**config.mk**
```make
export PLATFORM = sky130hd
export DESIGN_NAME = latch_write_arbiter_flat
export DESIGN_NICKNAME = d
export VERILOG_FILES = /design/src/rtl/latch_write_arbiter_if.sv /design/src/rtl/latch_write_arbiter.sv /design/src/flat_wrapper.sv
export SDC_FILE = /design/constraint.sdc
export NUM_CORES = 1
export LEC_CHECK = 0
export CORE_MARGIN = 10
export CORE_UTILIZATION = 52
export CTS_CLUSTER_SIZE = 10
export DETAILED_ROUTE_END_ITERATION = 10
export MAX_ROUTING_LAYER = met4
export PLACE_DENSITY = 0.92
export SYNTH_ARGS = -nofsm -noshare
export SYNTH_HDL_FRONTEND = slang
export SYNTH_SLANG_ARGS = --single-unit
export TNS_END_PERCENT = 5
```
**constraint.sdc**
```tcl
create_clock -name i_clk -period 3.05 [get_ports i_clk]
set_clock_uncertainty 0.2 [all_clocks]
set_input_delay 0.4575 -clock i_clk [delete_from_list [all_inputs] [get_ports i_clk]]
set_output_delay 0.4575 -clock i_clk [all_outputs]
set_load 0.05 [all_outputs]
```
**src/rtl/latch_write_arbiter_if.sv**
```systemverilog
// Handshake and latch-bank signals between two requesters, the arbiter and the latch bank.
// The master side drives requests, write data and the latch read-back; the slave is the arbiter.
interface latch_write_arbiter_if #(
  parameter int WIDTH = 4
);
  logic             req_a;
  logic [WIDTH-1:0] data_a;
  logic             ack_a;
  logic             req_b;
  logic [WIDTH-1:0] data_b;
  logic             ack_b;
  logic             en;
  logic [WIDTH-1:0] d;
  logic [WIDTH-1:0] q;
  logic             grant_b;
  logic             busy;
  logic             err;

  modport master (
    output req_a, data_a, req_b, data_b, q,
    input  ack_a, ack_b, en, d, grant_b, busy, err
  );

  modport slave (
    input  req_a, data_a, req_b, data_b, q,
    output ack_a, ack_b, en, d, grant_b, busy, err
  );
endinterface

```
**src/rtl/latch_write_arbiter.sv**
```systemverilog
// Round-robin arbiter driving a shared latch bank with a setup -> enable -> hold write sequence.
// Grant to Ack is EN_CYCLES+1 edges; requesters wait (hold Req) until their Ack pulse.
module latch_write_arbiter #(
  parameter int WIDTH     = 4,
  parameter int EN_CYCLES = 1
) (
  input  logic                  i_clk,
  input  logic                  i_rst_n,
  latch_write_arbiter_if.slave  bus
);

  typedef enum logic [1:0] {
    S_IDLE  = 2'd0,
    S_SETUP = 2'd1,
    S_LATCH = 2'd2,
    S_HOLD  = 2'd3
  } state_t;

  state_t           r_state;
  state_t           w_next;
  logic [7:0]       r_cnt;
  logic             r_ptr_b;
  logic             r_grant_b;
  logic [WIDTH-1:0] r_d;
  logic             r_en;
  logic             r_ack_a;
  logic             r_ack_b;
  logic             r_err;
  logic             w_win_b;
  logic             w_any_req;

  assign w_any_req = bus.req_a | bus.req_b;
  // A lone requester wins regardless of the pointer; the pointer only breaks ties.
  assign w_win_b   = (bus.req_a && bus.req_b) ? r_ptr_b : bus.req_b;

  always_comb begin
    w_next = r_state;
    case (r_state)
      S_IDLE:  if (w_any_req) w_next = S_SETUP;
      S_SETUP: w_next = S_LATCH;
      S_LATCH: if (r_cnt == 8'd0) w_next = S_HOLD;
      S_HOLD:  w_next = S_IDLE;
      default: w_next = S_IDLE;
    endcase
  end

  always_ff @(posedge i_clk or negedge i_rst_n) begin
    if (!i_rst_n) begin
      r_state   <= S_IDLE;
      r_cnt     <= 8'd0;
      r_ptr_b   <= 1'b0;
      r_grant_b <= 1'b0;
      r_d       <= '0;
      r_en      <= 1'b0;
      r_ack_a   <= 1'b0;
      r_ack_b   <= 1'b0;
      r_err     <= 1'b0;
    end else begin
      r_state <= w_next;
      if (r_state == S_IDLE && w_any_req) begin
        r_d       <= w_win_b ? bus.data_b : bus.data_a;
        r_grant_b <= w_win_b;
      end
      if (r_state == S_SETUP) begin
        r_cnt <= 8'(EN_CYCLES - 1);
      end else if (r_state == S_LATCH && r_cnt != 8'd0) begin
        r_cnt <= r_cnt - 8'd1;
      end
      // Outputs are registered from the next state so they line up exactly with the state.
      r_en    <= (w_next == S_LATCH);
      r_ack_a <= (w_next == S_HOLD) && !r_grant_b;
      r_ack_b <= (w_next == S_HOLD) &&  r_grant_b;
      if (r_state == S_HOLD) begin
        r_ptr_b <= ~r_grant_b;
        if (bus.q != r_d) r_err <= 1'b1;
      end
    end
  end

  assign bus.en      = r_en;
  assign bus.d       = r_d;
  assign bus.ack_a   = r_ack_a;
  assign bus.ack_b   = r_ack_b;
  assign bus.grant_b = r_grant_b;
  assign bus.busy    = (r_state != S_IDLE);
  assign bus.err     = r_err;

endmodule

```
**src/flat_wrapper.sv**
```systemverilog
// flat-port wrapper written by rule: the top's interface ports become plain ports
module latch_write_arbiter_flat 
#(
  parameter int WIDTH     = 4,
  parameter int EN_CYCLES = 1
)
  (i_clk, i_rst_n, bus_req_a, bus_data_a, bus_req_b, bus_data_b, bus_q, bus_ack_a, bus_ack_b, bus_en, bus_d, bus_grant_b, bus_busy, bus_err);
  latch_write_arbiter_if #(.WIDTH(WIDTH)) bus_i ();
  input  logic i_clk;
  input  logic i_rst_n;
  input wire logic [$bits(bus_i.req_a)-1:0] bus_req_a;
  input wire logic [$bits(bus_i.data_a)-1:0] bus_data_a;
  input wire logic [$bits(bus_i.req_b)-1:0] bus_req_b;
  input wire logic [$bits(bus_i.data_b)-1:0] bus_data_b;
  input wire logic [$bits(bus_i.q)-1:0] bus_q;
  output wire logic [$bits(bus_i.ack_a)-1:0] bus_ack_a;
  output wire logic [$bits(bus_i.ack_b)-1:0] bus_ack_b;
  output wire logic [$bits(bus_i.en)-1:0] bus_en;
  output wire logic [$bits(bus_i.d)-1:0] bus_d;
  output wire logic [$bits(bus_i.grant_b)-1:0] bus_grant_b;
  output wire logic [$bits(bus_i.busy)-1:0] bus_busy;
  output wire logic [$bits(bus_i.err)-1:0] bus_err;
  assign bus_i.req_a = bus_req_a;
  assign bus_i.data_a = bus_data_a;
  assign bus_i.req_b = bus_req_b;
  assign bus_i.data_b = bus_data_b;
  assign bus_i.q = bus_q;
  assign bus_ack_a = bus_i.ack_a;
  assign bus_ack_b = bus_i.ack_b;
  assign bus_en = bus_i.en;
  assign bus_d = bus_i.d;
  assign bus_grant_b = bus_i.grant_b;
  assign bus_busy = bus_i.busy;
  assign bus_err = bus_i.err;
  latch_write_arbiter #(.WIDTH(WIDTH), .EN_CYCLES(EN_CYCLES)) u_core (.i_clk(i_clk), .i_rst_n(i_rst_n), .bus(bus_i));
endmodule
```
Word level (Yosys, flattened, before mapping)
Index checks and enable logic that the tools add are counted.

Bits in registers: 20. Input bits: 16. Output and inout bits: 10.

$add $sub $neg: 1. Eq/ne operators: 6. Mux-type cells: 7. Bitwise operators: 2. Reductions and logical operators: 12.

Operators with widths (number): $mux W8 (2); $eq A2 B2 Y1 const B (4); $logic_not A8 Y1 (1); $pmux W2 S4 (1); $reduce_bool A8 Y1 (1); $sub A8 B1 Y8 const B (1); $logic_and A1 B1 Y1 (5); $mux W2 (2); $mux W4 (1); $ne A4 B4 Y1 (1); $reduce_bool A2 Y1 (2); $eq A2 B1 Y1 const B (1); $logic_not A2 Y1 (1); $reduce_and A2 Y1 (1); $logic_not A1 Y1 (1); $mux W1 (1); $not A1 Y1 (1); $or A1 B1 Y1 (1).

Longest topological paths before layout
Depth after elaboration: 5. Gate-level depth with buffers: 6. Mapped depth without buffers: 5.

Worst setup path after synthesis
OpenSTA, ideal clock, no wires.

Path kind: register to register. Start point: register u_core.r_state[0]. End point: register u_core.r_cnt[7]. Library setup time: 78 ps. Arrival: 1759 ps. Path slack: 1013 ps. Stages on the path, launching flop included: 6. Path buffers: 0. Clock period less this slack: 2037 ps. Cells stage by stage: dfrtp_1 > inv_1 > ha_1 > or3b_2 > or4b_1 > a21oi_1.

Word-level cells in the longest chain between the ends: 3.

RTL lines: from (decl) (RTL line latch_write_arbiter.sv:19) `state_t r_state;`; from (signal assigned) (RTL line latch_write_arbiter.sv:59) `r_state <= w_next;`; $eq A2 B2 Y1 (RTL line latch_write_arbiter.sv:66) `end else if (r_state == S_LATCH && r_cnt != 8'd0) begin`; $logic_and A1 B1 Y1 (RTL line latch_write_arbiter.sv:66); $reduce_bool A2 Y1 (no source line); to (signal assigned) (RTL line latch_write_arbiter.sv:65) `r_cnt <= 8'(EN_CYCLES - 1);`; to (signal assigned) (RTL line latch_write_arbiter.sv:67) `r_cnt <= r_cnt - 8'd1;`; to (decl) (RTL line latch_write_arbiter.sv:21) `logic [7:0] r_cnt;`.

Parallel ways exist; a longest one is shown, timed or not. A chain may end at the register's enable or synchronous reset.

Final worst setup path
Start point: register u_core.r_state[0]. End point: output bus_busy.

Word-level cells in the longest chain between the ends: 1.

RTL lines: $reduce_bool A2 Y1 (RTL line latch_write_arbiter.sv:85) `assign bus.busy = (r_state != S_IDLE);`; to (decl) (RTL line flat_wrapper.sv:21) `output wire logic [$bits(bus_i.busy)-1:0] bus_busy;`.

Every way passes these cells.

==> flow_metrics.py <==
metrics = {
    "outcome": {
        "status": "complete, no violations",
    },
    "logic_synthesis": {
        "synth_top_area_share_pct": 46.9,
        "synth_seq_cells": 20,
        "yosys-top-cells-area": "dfrtp_1 47%, ha_1 8.2%, nor2_1 3.9%, o21ai_0 3.8%, a21oi_1 3.3%",
        "syn-num-nets": 128,
        "post_synth_num_cell_types": 34,
        "yosys_warnings": 0,
        "yosys.area.top_type": "dfrtp_1",
        "postSynthAreaPerCell_um2": 10.2,
        "syn_inst": 105,
        "seq_area_frac_synth_pct": 46.9,
        "synth_area_um2": 1070,
    },
    "timing": {
        "slew_headroom_pct": 41.8,
        "finalMaxSlewViolations": 0,
        "finalHoldViolations": 0,
        "max_freq_mhz": 388,
        "setup_viol": 0,
        "max_slew.worst_pin.slew_ps": 870,
        "rsz0062_at_grt": "no",
        "tns_ps": 0,
        "fin_ws_ps": 470,
        "finalCritPeriodShare_pct": 84.6,
        "fin_crit_ps": 2580,
    },
    "routing": {
        "num_vias": 887,
        "finalWirelength_um": 2470,
        "wl_per_cell_um": 15.5,
        "drtPass1Iterations": 4,
        "drt-initial-drc-count": 15,
        "vias_per_cell": 5.58,
        "drc": 0,
        "ant_nets": 0,
    },
    "placed_design": {
        "place_congestion": 0.847,
        "hpwl_um": 1950,
        "io_buffers": 25,
        "place_ws_ps": 759,
        "dp.cells": 155,
    },
    "cells_and_area": {
        "fin_util_pct": 70.3,
        "drive_above_1_share_pct": 8.33,
        "antenna_cells": 0,
        "layout_commonest_cell": "clkdlybuf4s50_1",
        "synthToLayoutAreaGrowth_pct": 29.3,
        "fin_nets": 156,
        "final_cell_count_no_fill": 159,
        "layout_common_cells": "25 x clkdlybuf4s50_1, 20 x dfrtp_1, 11 x nor2_1, 8 x inv_1, 8 x o21ai_0",
    },
    "floorplanning": {
        "rows": 16,
        "core_um2": 1960,
        "die_w_um": 65.3,
        "start_util_pct": 54.3,
        "ios": 26,
        "dieArea_um2": 4260,
        "fp.dieH_um": 65.3,
    },
    "clocking": {
        "clockBufferDepth": 2,
        "ctsHoldBuffers": 0,
        "cts_tree": "yes",
        "clkSinkCount": 20,
        "cts_buffers": 3,
        "ctsResizeCount": 0,
        "path_clk_slew_ps": 110,
        "root_buffer": "clkbuf_4",
        "clk-insertion-delay-late_ps": 310,
        "post-cts-setup-buffers": 0,
        "h-tree-depth": 1,
    },
    "worst_setup_path": {
        "worstSetupStartpointType": "flip-flop",
        "worstPathArrival_ps": 1920,
        "cp.required_ps": 2390,
        "path_max_fanout": 5,
        "worst_setup_path_end_kind": "primary output",
        "critical_path_class": "reg2out",
    },
    "global_routing": {
        "grtUsageTotal_pct": 12.2,
        "grt_pass1_vias": 928,
        "grt_pass1_wl_um": 4090,
        "antenna_found_initial": 0,
        "grt-ovfl-total": 0,
        "grt_max_degree": 21,
    },
    "power": {
        "leakage_nw": 0.573,
        "power_mw": 1.17,
        "power_density_nw_per_um2": 849,
        "ir_drop_uv": 832,
    },
    "worst_hold_path": {
        "hold_class": "reg2reg",
    },
    "run": {
        "cap_violations": 0,
    },
}
[cell families after synthesis]
logic type	after synthesis	share of synthesized area, %
buffers and inverters	10	3.52
muxes	2	2.11
and+or+nand+nor	32	18.0
adders and majority gates	7	8.22
xor gates and xnor gates	4	3.29
AOI/OAI and AO/OA	30	18.0
DFF	20	46.9
[where the power goes]
part | internal [mW] | switching (mW) | total [mW]
logic | 0.228 | 0.396 | 0.624
registers | 0.335 | 0.0555 | 0.391
clock network | 0.0730 | 0.0825 | 0.155
[area by class of cell]
cell class | count | area [um2]
Fill cell | 165 | 583
Sequential cell | 20 | 500
Inverter | 8 | 30.0
Multi-Input combinational cell | 75 | 528
Tap cell | 27 | 33.8
Clock buffer | 4 | 36.3
Timing Repair Buffer | 25 | 250
[synthesized netlist by cell type, drive strengths merged]
cell	number
o21ai	8
a21o	1
nor4	1
xnor2	4
nor2b	2
nor3	1
or4b	2
or4	3
dfrtp	20
nor4b	1
clkbuf	1
inv	8
a2111o	1
a211o	2
a21boi	1
a31oi	4
or3b	1
a21oi	7
nand4	1
a211oi	1
nand2	3
nor3b	1
o31ai	2
nand3b	4
buf	1
mux2	2
o21a	2
o32ai	1
ha	7
or3	1
nor2	11
[worst max-delay path, stage by stage (launching register included)]
cell	delay (ps)
dfrtp_1	430
inv_1	100
ha_1	220
inv_1	70
clkdlybuf4s50_1	800
[routing by layer]
| layer | track usage (%) | part of all wire (%) | up-vias |
|---|---|---|---|
| met1 | 12.9 | 40 | 418 |
| met4 | 6.15 | 3.7 | 0 |
| li1 | - | - | 437 |
| met2 | 20.5 | 52 | 23 |
| met5 | - | 0 | - |
| met3 | 3.56 | 3.4 | 9 |
[stage by stage]
| stage | hold slack (ps) | cell area [um2] |
|---|---|---|
| floorplan | -38.1 | 1070 |
| global placement | 240 | 1340 |
| detailed placement | 259 | 1340 |
| CTS | 285 | 1380 |
| global route | 314 | 1380 |
| finish | 277 | 1380 |
[sequential cells by signal (all words and copies together), names as in the netlist]
signal              count
u_core.bus.ack_a        1
u_core.bus.ack_b        1
u_core.bus.d            4
u_core.bus.en           1
u_core.bus.err          1
u_core.bus.grant_b      1
u_core.r_cnt            8
u_core.r_ptr_b          1
u_core.r_state          2
[final timing paths]
path	to	cells after the start	start	slack, ps
max	bus_busy	4	u_core.r_state[0]	470
min	u_core.bus.err	1	u_core.bus.err	280
max reg2reg	u_core.r_cnt[7]	5	u_core.r_state[0]	830
min reg2reg	u_core.bus.err	1	u_core.bus.err	280
max in group asynchronous	u_core.r_state[1]	1	i_rst_n	1680
min in group asynchronous	u_core.r_cnt[3]	1	i_rst_n	430
Note: power is estimated with default switching activity, not from simulation.
